### config.mk
export PLATFORM = sky130hd
export DESIGN_NAME = bt_redirect_ctrl
export DESIGN_NICKNAME = d
export VERILOG_FILES = /design/src/rtl/bt_redirect_ctrl_pkg.sv /design/src/rtl/bt_redirect_ctrl_perf_counters.sv /design/src/rtl/bt_redirect_ctrl.sv
export SDC_FILE = /design/constraint.sdc
export NUM_CORES = 1
export LEC_CHECK = 0
export BUFFER_PORTS_ARGS = -buffer_cell sky130_fd_sc_hd__buf_2
export CORE_ASPECT_RATIO = 2
export CORE_UTILIZATION = 50
export CTS_BUF_LIST = sky130_fd_sc_hd__clkbuf_2 sky130_fd_sc_hd__clkbuf_4 sky130_fd_sc_hd__clkbuf_8
export CTS_CLUSTER_DIAMETER = 80
export DETAILED_ROUTE_END_ITERATION = 16
export PLACE_DENSITY_LB_ADDON = 0.3
export SLEW_MARGIN = 0
export SYNTH_ARGS = -nofsm -noshare
export SYNTH_HDL_FRONTEND = slang
export SYNTH_SLANG_ARGS = --single-unit
### constraint.sdc
create_clock -name clk_i -period 5.3 [get_ports clk_i]
set_input_delay 0.53 -clock clk_i [delete_from_list [all_inputs] [get_ports clk_i]]
set_output_delay 0.53 -clock clk_i [all_outputs]
set_load 0.05 [all_outputs]
### src/rtl/bt_redirect_ctrl_pkg.sv
// rtl/bt_redirect_ctrl_pkg.sv - shared operand-select enums, redirect FSM states and alignment helper.
// Alignment rule depends on BT_RVC_EN (compressed ISA support).
package bt_redirect_ctrl_pkg;

    typedef enum logic [1:0] {
        OP_A_REG_A,
        OP_A_FWD,
        OP_A_CURRPC,
        OP_A_IMM
    } op_a_sel_e;

    typedef enum logic [2:0] {
        IMM_B_I,
        IMM_B_S,
        IMM_B_B,
        IMM_B_U,
        IMM_B_J,
        IMM_B_INCR_PC,
        IMM_B_INCR_ADDR
    } imm_b_sel_e;

    typedef enum logic [1:0] {
        BT_IDLE,
        BT_REDIRECT,
        BT_EXC
    } bt_ctrl_state_e;

    localparam logic [31:0] BT_INCR_RVC = 32'h2;

    // The alignment granule is the smallest legal instruction size.
`ifdef BT_RVC_EN
    localparam logic [31:0] BT_ALIGN_MASK = BT_INCR_RVC - 32'h1;
`else
    localparam logic [31:0] BT_ALIGN_MASK = (BT_INCR_RVC << 1) - 32'h1;
`endif

    function automatic logic bt_is_misaligned(input logic [31:0] target);
        return (target & BT_ALIGN_MASK) != 32'h0;
    endfunction

endpackage

### src/rtl/bt_redirect_ctrl_perf_counters.sv
// rtl/bt_redirect_ctrl_perf_counters.sv - wrapping taken / not-taken branch counters.
module bt_perf_counters #(
    parameter int CNT_W = 32
) (
    input  logic             clk_i,
    input  logic             rst_ni,
    input  logic             inc_taken_i,
    input  logic             inc_not_taken_i,
    output logic [CNT_W-1:0] taken_cnt_o,
    output logic [CNT_W-1:0] not_taken_cnt_o
);

    localparam logic [CNT_W-1:0] CNT_ONE = CNT_W'(1);

    logic [CNT_W-1:0] taken_q, taken_d;
    logic [CNT_W-1:0] not_taken_q, not_taken_d;

    always_comb begin
        taken_d     = taken_q;
        not_taken_d = not_taken_q;
        if (inc_taken_i) begin
            taken_d = taken_q + CNT_ONE;
        end
        if (inc_not_taken_i) begin
            not_taken_d = not_taken_q + CNT_ONE;
        end
    end

    always_ff @(posedge clk_i or negedge rst_ni) begin
        if (!rst_ni) begin
            taken_q     <= '0;
            not_taken_q <= '0;
        end else begin
            taken_q     <= taken_d;
            not_taken_q <= not_taken_d;
        end
    end

    assign taken_cnt_o     = taken_q;
    assign not_taken_cnt_o = not_taken_q;

endmodule

### src/rtl/bt_redirect_ctrl.sv
// rtl/bt_redirect_ctrl.sv - EX-stage branch/jump redirect controller with misaligned-target exception.
// BT_RVC_EN selects 2-byte (compressed) instead of 4-byte target alignment.
module bt_redirect_ctrl
    import bt_redirect_ctrl_pkg::*;
#(
    parameter int CNT_W = 32
) (
    input  logic             clk_i,
    input  logic             rst_ni,
    input  logic             ex_valid_EX,
    input  logic             is_branch_EX,
    input  logic             is_jal_EX,
    input  logic             is_jalr_EX,
    input  logic             branch_taken_EX,
    input  logic             instr_is_compressed_EX,
    input  logic             flush_i,
    output op_a_sel_e        bt_a_mux_sel_o,
    output imm_b_sel_e       bt_b_mux_sel_o,
    input  logic [31:0]      bt_a_operand_i,
    input  logic [31:0]      bt_b_operand_i,
    output logic             redirect_valid_o,
    input  logic             redirect_ready_i,
    output logic [31:0]      redirect_pc_o,
    output logic             flush_if_id_o,
    output logic             stall_ex_o,
    output logic             exc_misaligned_o,
    output logic [31:0]      exc_tval_o,
    output logic [CNT_W-1:0] taken_cnt_o,
    output logic [CNT_W-1:0] not_taken_cnt_o
);

    bt_ctrl_state_e state_q, state_d;
    logic [31:0]    redirect_pc_q, redirect_pc_d;
    logic [31:0]    exc_tval_q, exc_tval_d;
    logic           flush_if_id_q, flush_if_id_d;

    logic [31:0]    target;
    logic           target_misaligned;
    logic           accept;
    logic           fire;
    logic           inc_taken;
    logic           inc_not_taken;

    // The +2/+4 increment is applied inside the external operand mux.
    logic           unused_compressed;
    assign unused_compressed = instr_is_compressed_EX;

    always_comb begin
        bt_a_mux_sel_o = OP_A_CURRPC;
        bt_b_mux_sel_o = IMM_B_INCR_PC;
        if (is_jalr_EX) begin
            bt_a_mux_sel_o = OP_A_REG_A;
            bt_b_mux_sel_o = IMM_B_I;
        end else if (is_jal_EX) begin
            bt_b_mux_sel_o = IMM_B_J;
        end else if (is_branch_EX) begin
            bt_b_mux_sel_o = IMM_B_B;
        end
    end

    always_comb begin
        target = bt_a_operand_i + bt_b_operand_i;
        if (is_jalr_EX) begin
            target[0] = 1'b0;
        end
    end

    assign target_misaligned = bt_is_misaligned(target);
    // A flush kills the EX instruction outright, counters included.
    assign accept        = (state_q == BT_IDLE) && ex_valid_EX && !flush_i;
    assign fire          = accept && (is_jal_EX || is_jalr_EX || (is_branch_EX && branch_taken_EX));
    assign inc_taken     = fire && !target_misaligned;
    assign inc_not_taken = accept && !is_jal_EX && !is_jalr_EX && is_branch_EX && !branch_taken_EX;

    always_comb begin
        state_d       = state_q;
        redirect_pc_d = redirect_pc_q;
        exc_tval_d    = exc_tval_q;
        flush_if_id_d = 1'b0;
        case (state_q)
            BT_IDLE: begin
                if (fire) begin
                    if (target_misaligned) begin
                        exc_tval_d = target;
                        state_d    = BT_EXC;
                    end else begin
                        redirect_pc_d = target;
                        flush_if_id_d = 1'b1;
                        state_d       = BT_REDIRECT;
                    end
                end
            end
            BT_REDIRECT: begin
                if (redirect_ready_i) begin
                    state_d = BT_IDLE;
                end
            end
            BT_EXC: begin
                state_d = BT_IDLE;
            end
            default: begin
                state_d = BT_IDLE;
            end
        endcase
        if (flush_i) begin
            state_d = BT_IDLE;
        end
    end

    always_ff @(posedge clk_i or negedge rst_ni) begin
        if (!rst_ni) begin
            state_q       <= BT_IDLE;
            redirect_pc_q <= '0;
            exc_tval_q    <= '0;
            flush_if_id_q <= 1'b0;
        end else begin
            state_q       <= state_d;
            redirect_pc_q <= redirect_pc_d;
            exc_tval_q    <= exc_tval_d;
            flush_if_id_q <= flush_if_id_d;
        end
    end

    assign redirect_valid_o = (state_q == BT_REDIRECT);
    assign stall_ex_o       = (state_q == BT_REDIRECT);
    assign exc_misaligned_o = (state_q == BT_EXC);
    assign flush_if_id_o    = flush_if_id_q;
    assign redirect_pc_o    = redirect_pc_q;
    assign exc_tval_o       = exc_tval_q;

    bt_perf_counters #(
        .CNT_W (CNT_W)
    ) u_perf_counters (
        .clk_i           (clk_i),
        .rst_ni          (rst_ni),
        .inc_taken_i     (inc_taken),
        .inc_not_taken_i (inc_not_taken),
        .taken_cnt_o     (taken_cnt_o),
        .not_taken_cnt_o (not_taken_cnt_o)
    );

endmodule

# Word-level counts from Yosys, hierarchy flattened
# Index checks and enable logic that the tools add are counted.
[word_totals]
register_bits = 131
input_bits = 74
out_inout_bits = 137
[op_classes]
add_sub_neg = 3
eq_ne = 4
mux = 13
n_bitwise = 1
reduce_logical = 21
[ops]
columns = ["op", "count"]
rows = [
  ["$add A32 B1 Y32 const B", 2],
  ["$add A32 B32 Y32", 1],
  ["$reduce_bool A32 Y1", 1],
  ["$mux W2", 5],
  ["$logic_and A1 B1 Y1", 9],
  ["$mux W3", 3],
  ["$reduce_and A3 Y1", 2],
  ["$logic_not A1 Y1", 5],
  ["$mux W1", 4],
  ["$pmux W2 S2", 1],
  ["$ne A3 B2 Y1 const B", 1],
  ["$ne A3 B3 Y1 const B", 1],
  ["$eq A2 B1 Y1 const B", 1],
  ["$eq A2 B2 Y1 const B", 1],
  ["$logic_not A2 Y1", 1],
  ["$logic_or A1 B1 Y1", 2],
  ["$reduce_and A2 Y1", 1],
  ["$not A1 Y1", 1],
]

# Logic depth before layout (Yosys ltp)
# Gate-level depths: netlist (run 1).
[logic_depth]
depth_word = 7
ltp_mapped = 10
depth_no_buf = 10

# Cells and area by module
# Synthesis (run 1) repeated with hierarchy kept, for this count alone.
[unflattened]
hier_cells = 741
hier_area_um2 = 7155.6
[by_module_without_submodules]
columns = ["mod", "n_inst", "cells_per_inst", "area_each_um2", "seq_area_each_um2"]
rows = [
  ["bt_redirect_ctrl", 1, 488, 4200.3, 1676.6],
  ["bt_perf_counters", 1, 253, 2955.3, 1601.5],
]

# Worst setup path before layout (run 1)
# Ideal clock, no wire load.
[synth_path]
path_kind = "input -> register"
from = "input is_jalr_EX"
to = "register u_perf_counters.not_taken_q[14], in the netlist u_perf_counters.not_taken_cnt_o[14]"
t_arrival_ns = 3.079
t_required_ns = 5.218
setup_slack_ns = 2.139
path_stages = 7
path_buffers = 0
cell_sequence = "nor3b_1 nor3b_4 nand4_2 nor2_2 nand3_2 nor2_2 xor2_1"
[synth_via]
elab_chain_cells = 4
[synth_lines]
columns = ["item", "line", "text"]
rows = [
  ["start, declared", "bt_redirect_ctrl.sv:13", "input logic is_jalr_EX,"],
  ["$logic_not A1 Y1", "bt_redirect_ctrl.sv:73", "assign inc_not_taken = accept && !is_jal_EX && !is_jalr_EX && is_branch_EX && !branch_taken_EX;"],
  ["$logic_and A1 B1 Y1 (3 in a row)", "bt_redirect_ctrl.sv:73", ""],
  ["end signal, assigned", "bt_redirect_ctrl_perf_counters.sv:35", "not_taken_q <= not_taken_d;"],
  ["end, declared", "bt_redirect_ctrl_perf_counters.sv:16", "logic [CNT_W-1:0] not_taken_q, not_taken_d;"],
]
# No other way between the ends.
# A chain may end at the register's enable or synchronous reset.

# Worst setup path after layout (run 1)
[layout_path]
from = "input bt_a_operand_i[4]"
to = "register exc_tval_q[21], in the netlist exc_tval_o[21]"
[layout_via]
elab_chain_cells = 1
[layout_lines]
columns = ["item", "line", "text"]
rows = [
  ["start, declared", "bt_redirect_ctrl.sv:19", "input logic [31:0] bt_a_operand_i,"],
  ["$add A32 B32 Y32", "bt_redirect_ctrl.sv:62", "target = bt_a_operand_i + bt_b_operand_i;"],
  ["end signal, assigned", "bt_redirect_ctrl.sv:119", "exc_tval_q <= exc_tval_d;"],
  ["end, declared", "bt_redirect_ctrl.sv:34", "logic [31:0] exc_tval_q, exc_tval_d;"],
]
# No other way between the ends.

==> results.toml, run 1 <==
[synthesis]
synth_cell_type_count = 61
synth_area_sq_mm = 0.00707
yosys_warnings = 0
synth_top_area_share_pct = 46.4
yosysTopAreaCell = "dfrtp_1"
async_reset_ff_share_pct = 100
postSynthCellCount = 736
syn-num-nets = 844
seq_area_frac_synth_pct = 46.4
avgSynthCellArea_sq_um = 9.60
synth_commonest_cells = "dfrtp_1, nand2_1, xnor2_1"
synth-seq-cells = 131
synthMostInstantiatedCell = "dfrtp_1"
synth_edf_count = 0
synth_ff_type = "dfrtp_1"
synth_area_leaders = "dfrtp_1, xnor2_1, nand2_1"

[worst_setup_path]
worstPathMaxFanout = 6
cp-start-kind = "primary input"
critPathSlowestCell = "a21oi_1"
crit_type = "primary input to register"
path_delay_family = "compound AO/OA/AOI/OAI gates"
slowest_delay_ps = 650
cp-startpoint = "bt_a_operand_i[4]"
cp.arrival_ps = 2970
r2r-start = "state_q[1]"
worst-endpoint-required_ps = 5620
worst_setup_path_end_kind = "register"
path_cells = "buf_2, ha_1, nand3_1, o211ai_1, and3_1, o21bai_1, a21oi_1, nor2_1, a311o_1"
path_buf_inv = 1

[timing]
post-route-min-period_ps = 2650
period_share_pct = 50.0
slew_violations = 0
skew_ps = 16.7
grt_setup_unrepaired = "no"
max_slew_margin_pct = 41.4
worstMarginPinSlew_ps = 879
fin_tns_setup_ps = 0
fmax_ghz = 0.378
hold_viol = 0
setup_viol = 0

[drt]
vias = 6184
drt_first_iter_violations = 214
first_pass_iters = 5
postRouteAntennaNets = 0
wire_per_inst_microns = 16.4
avgViaCountPerCell = 5.42
drc = 0
routed_wl_mm = 18.7

[final_layout]
utilization_pct = 62.8
num-nets-final = 1047
drive_above_1_share_pct = 27.8
areaGrowthSynthToFinish_pct = 22.8
postLayoutCellArea_sq_mm = 0.00868

[worst_hold_path]
hp-class = "primary input to async pin"

[place]
gp_congestion = 0.987
place_area_sq_mm = 0.00827
dp_hpwl_mm = 14.6
port_buffers = 208

[power]
ir_drop_v = 0.000278
finalPower_mw = 3.77
p_leak_nw = 4.44
cellPowerDensity_mw_per_mm2 = 434

[grt]
grt_pass1_wl_mm = 29.5
grt_overflow = 0
grt_use_total_pct = 26.1
grt_start_max_net_pins = 97
antenna_found_initial = 1
grt_pass1_vias = 6083

[status]
status = "completed"

[clocking]
htreeDepth = 4
root_buffer = "clkbuf_8"
ctsResizeCount = 0
cts.sinks = 131
cts_max_path_buffers = 2
cts_buffers = 17
clock_latency_ps = 430
cts_hold_buf = 0
cts_tree = "built"
path_clk_slew_ps = 90
cts_setup_buffers = 0

[job]
cap_violations = 0

[floorplanning]
die_w_microns = 86.1
die_y_microns = 170
initial_core_util_pct = 51.1
core-area_sq_mm = 0.0138
die_area_sq_mm = 0.0146
rows = 61
num_io_pins = 211
[metrics by stage]
step	setup WS, ps	hold slack (ps)	instances
after floorplan	2140	234	736
after global placement	2290	452	1109
after detailed placement	2270	460	1109
after CTS	2660	213	1141
after global routing	2500	235	1142
final	2650	188	1142
[layout by cell type, fill, tap and decap left out, types with 5 or more instances in the layout]
cell / Yosys / final
buf_2: 0 / 207
dfrtp_1: 131 / 131
nand2_1: 127 / 127
xnor2_1: 59 / 59
o21ai_0: 57 / 57
a21oi_1: 38 / 38
ha_1: 33 / 33
nand4_1: 31 / 31
nand3_1: 28 / 28
nor2_1: 28 / 28
xor2_1: 24 / 24
clkbuf_8: 0 / 17
and3_1: 16 / 16
nor3_1: 14 / 14
o31ai_1: 13 / 13
inv_1: 12 / 12
a21o_1: 10 / 10
and2_1: 9 / 9
o21a_1: 8 / 8
inv_6: 0 / 6
a211oi_1: 5 / 5
o21bai_1: 5 / 5
[power by group]
part | leakage (nW) | switching (mW) | total (mW) | internal (mW)
Clock | 0.195 | 0.441 | 0.880 | 0.439
Sequential | 1.73 | 0.128 | 1.34 | 1.21
Combinational | 2.52 | 1.20 | 1.55 | 0.351
[final cells by class]
type	instances	area [sq um]
Antenna cell	1	2.50
Clock buffer	18	241
Clock inverter	14	165
Fill cell	1200	5130
Inverter	13	48.8
Multi-Input combinational cell	564	3630
Sequential cell	131	3280
Tap cell	189	236
Timing Repair Buffer	212	1080
[cell families (layout without fill, tap and decap cells)]
logic type	Yosys count	in the layout	synth area share [%]
adders and majority gates	34	34	6.13
muxes	1	1	0.159
other	1	2	0.0531
buffers and inverters	41	257	2.39
xor gates and xnor gates	83	83	10.3
and+or+nand+nor	280	280	19.9
DFF	131	131	46.4
AOI/OAI and AO/OA	165	165	14.7
[metal layers]
| layer | up-vias | wire length, microns | GRT usage, % |
|---|---|---|---|
| met5 | - | 0 | 0 |
| met4 | 0 | 1070 | 16.2 |
| met3 | 48 | 745 | 4.95 |
| met2 | 203 | 10100 | 47.7 |
| met1 | 2921 | 6790 | 26.8 |
| li1 | 3012 | - | - |
[sequential cells by signal, indices dropped and copies added, names as in the netlist]
register                         count
exc_tval_o                          32
flush_if_id_o                        1
redirect_pc_o                       32
state_q                              2
u_perf_counters.not_taken_cnt_o     32
u_perf_counters.taken_cnt_o         32
[path summary, 6_finish.rpt]
path                                                       end  slack, ps  cells after the start
hold reg to reg                u_perf_counters.taken_cnt_o[31]        470                      1
max in group asynchronous  u_perf_counters.not_taken_cnt_o[14]       4080                      2
setup / recovery                                exc_tval_o[21]       2650                      9
min in group clk_i                                  state_q[0]        270                      2
setup reg to reg               u_perf_counters.taken_cnt_o[16]       2680                      9
hold / removal              u_perf_counters.not_taken_cnt_o[5]        190                      1
(Power assumes the default switching activity.)
==> run 2: changes to the inputs <==
==> constraint.sdc (replaced) <==
create_clock -name clk_i -period 2.5 [get_ports clk_i]
set_input_delay 0.25 -clock clk_i [delete_from_list [all_inputs] [get_ports clk_i]]
set_output_delay 0.25 -clock clk_i [all_outputs]
set_load 0.05 [all_outputs]
==> run 2 against run 1 <==
Compared with the run above:
- critical path depth decreased by 1
- register-to-register slack got worse by 2500 ps
- utilization increased by 2.9 points
- non-clock buffer count increased by 46
- count of clock-buffer cells in the layout increased by 1
- power increased by 120%
- first-iteration DRC count increased by 4.7%
- global-route usage increased by 1.4 points
==> results.toml, run 2 (same netlist as run 1, synthesis figures left out) <==
[timing]
slew_violations = 0
max_slew_margin_pct = 58.5
grt_setup_unrepaired = "no"
worstMarginPinSlew_ps = 623
setup_ws_ps = 210
fmax_ghz = 0.437
hold_viol = 0
skew_ps = 8.10
setup_viol = 0
post-route-min-period_ps = 2290
period_share_pct = 91.6

[worst_setup_path]
path_cells = "or4b_4, nor2_2, nand2_2, inv_2, nand3_4, nor2_1, nand4_1, xnor2_1"
critPathSlowestCell = "or4b_4"
worstPathMaxFanout = 6
worst_setup_path_end_kind = "register"
cp.arrival_ps = 2630
reg2reg_depth = 8
crit_type = "register to register"
cp.depth = 8
worst-endpoint-required_ps = 2840
slowest_delay_ps = 560
cp-start-kind = "register"
path_buf_inv = 1
path_delay_family = "simple AND/OR/NAND/NOR gates"

[clocking]
clock_latency_ps = 450
cts.sinks = 131
cts_max_path_buffers = 2
htreeDepth = 4
path_clk_slew_ps = 80
cts_setup_buffers = 0
root_buffer = "clkbuf_8"
ctsResizeCount = 0
cts_tree = "built"
cts_buffers = 17

[grt]
grt_start_max_net_pins = 68
grt_use_total_pct = 27.6
antenna_found_initial = 0
grt_pass1_wl_mm = 30.8
grt_pass1_vias = 6394
grt_overflow = 0

[power]
finalPower_mw = 8.14
p_leak_nw = 4.69
ir_drop_v = 0.000541
cellPowerDensity_mw_per_mm2 = 896

[floorplanning]
core-area_sq_mm = 0.0138
initial_core_util_pct = 51.1
die_y_microns = 170
rows = 61
num_io_pins = 211
die_area_sq_mm = 0.0146
die_w_microns = 86.1

[final_layout]
antenna_cells = 0
areaGrowthSynthToFinish_pct = 28.5
stdcell_count = 1186
mostFrequentLayoutCells = "buf_2, dfrtp_1, nand2_1"
num-nets-final = 1093
layout_commonest_cell = "buf_2"
drive_above_1_share_pct = 30.9

[drt]
drc = 0
postRouteAntennaNets = 0
vias = 6380
drt_first_iter_violations = 224
wire_per_inst_microns = 16.4
avgViaCountPerCell = 5.38
first_pass_iters = 6
routed_wl_mm = 19.4

[worst_hold_path]
holdPathStages = 4
hp-class = "primary input to register"

[place]
gp_congestion = 0.977
pre_cts_ws_ps = -5.28
dp_hpwl_mm = 15.3
numPlacedInstances = 1152
port_buffers = 208

[job]
cap_violations = 0

[status]
status = "completed"
==> run 2: changes by cell type in the layout (fill, tap and decap cells not counted), moves of 2 or more <==
| cell | delta |
|---|---|
| clkinvlp_4 | -2 |
| buf_4 | +40 |
| clkbuf_8 | +2 |
| clkinv_4 | +2 |
| inv_6 | -4 |
| buf_12 | +3 |
| inv_8 | -2 |
| clkinv_2 | +3 |
| dlygate4sd3_1 | +3 |
==> run 2: worst paths after layout <==
kind	startpoint	endpoint	slack (ps)
hold / removal	bt_a_operand_i[31]	redirect_pc_o[31]	180
setup / recovery	state_q[1]	u_perf_counters.taken_cnt_o[13]	210
hold reg to reg	u_perf_counters.taken_cnt_o[31]	u_perf_counters.taken_cnt_o[31]	470
max in group asynchronous	rst_ni	exc_tval_o[30]	1410
setup reg to reg	state_q[1]	u_perf_counters.taken_cnt_o[13]	210
min in group asynchronous	rst_ni	u_perf_counters.not_taken_cnt_o[5]	350
==> run 2: through the flow <==
| step | util (%) | cell area, sq um | setup TNS [ps] | hold WS, ps |
|---|---|---|---|---|
| floorplan | - | 7070 | 0 | -45.6 |
| global placement | 62.5 | 8640 | 0 | 275 |
| detailed placement | 62.5 | 8640 | -7.35 | 278 |
| finish | 65.7 | 9080 | 0 | 176 |
| global route | 65.7 | 9080 | 0 | 188 |
| CTS | 65.7 | 9080 | 0 | 163 |
==> run 2: cell type report <==
class	instances	area [sq um]
Fill cell	1185	4730
Multi-Input combinational cell	564	3630
Sequential cell	131	3280
Timing Repair Buffer	258	1470
Clock buffer	19	262
Tap cell	189	236
Clock inverter	12	155
Inverter	13	48.8
==> run 2: worst reg2reg max path: cells and delay by family, from the launching register on <==
kind	cells	cell delay, ps
flip-flops	1	420
XOR/XNOR	1	150
buffers and inverters	1	120
AND/OR/NAND/NOR	6	1480
==> run 2: power by group <==
group          leakage, nW  internal (mW)  switching [mW]
clock                0.208           1.04           0.851
combinational         2.76          0.813            2.59
sequential            1.73           2.57           0.276
==> run 2: timing repair <==
action	CTS	global route
setup endpoints to repair	0	0
hold buffers	3	0
hold endpoints to repair	64	0
==> run 2: layer usage <==
layer	track usage, %	share of wire (%)
met5	0	0
met4	17.8	5.9
met3	4.75	3.8
met2	52.3	55
met1	26.4	35
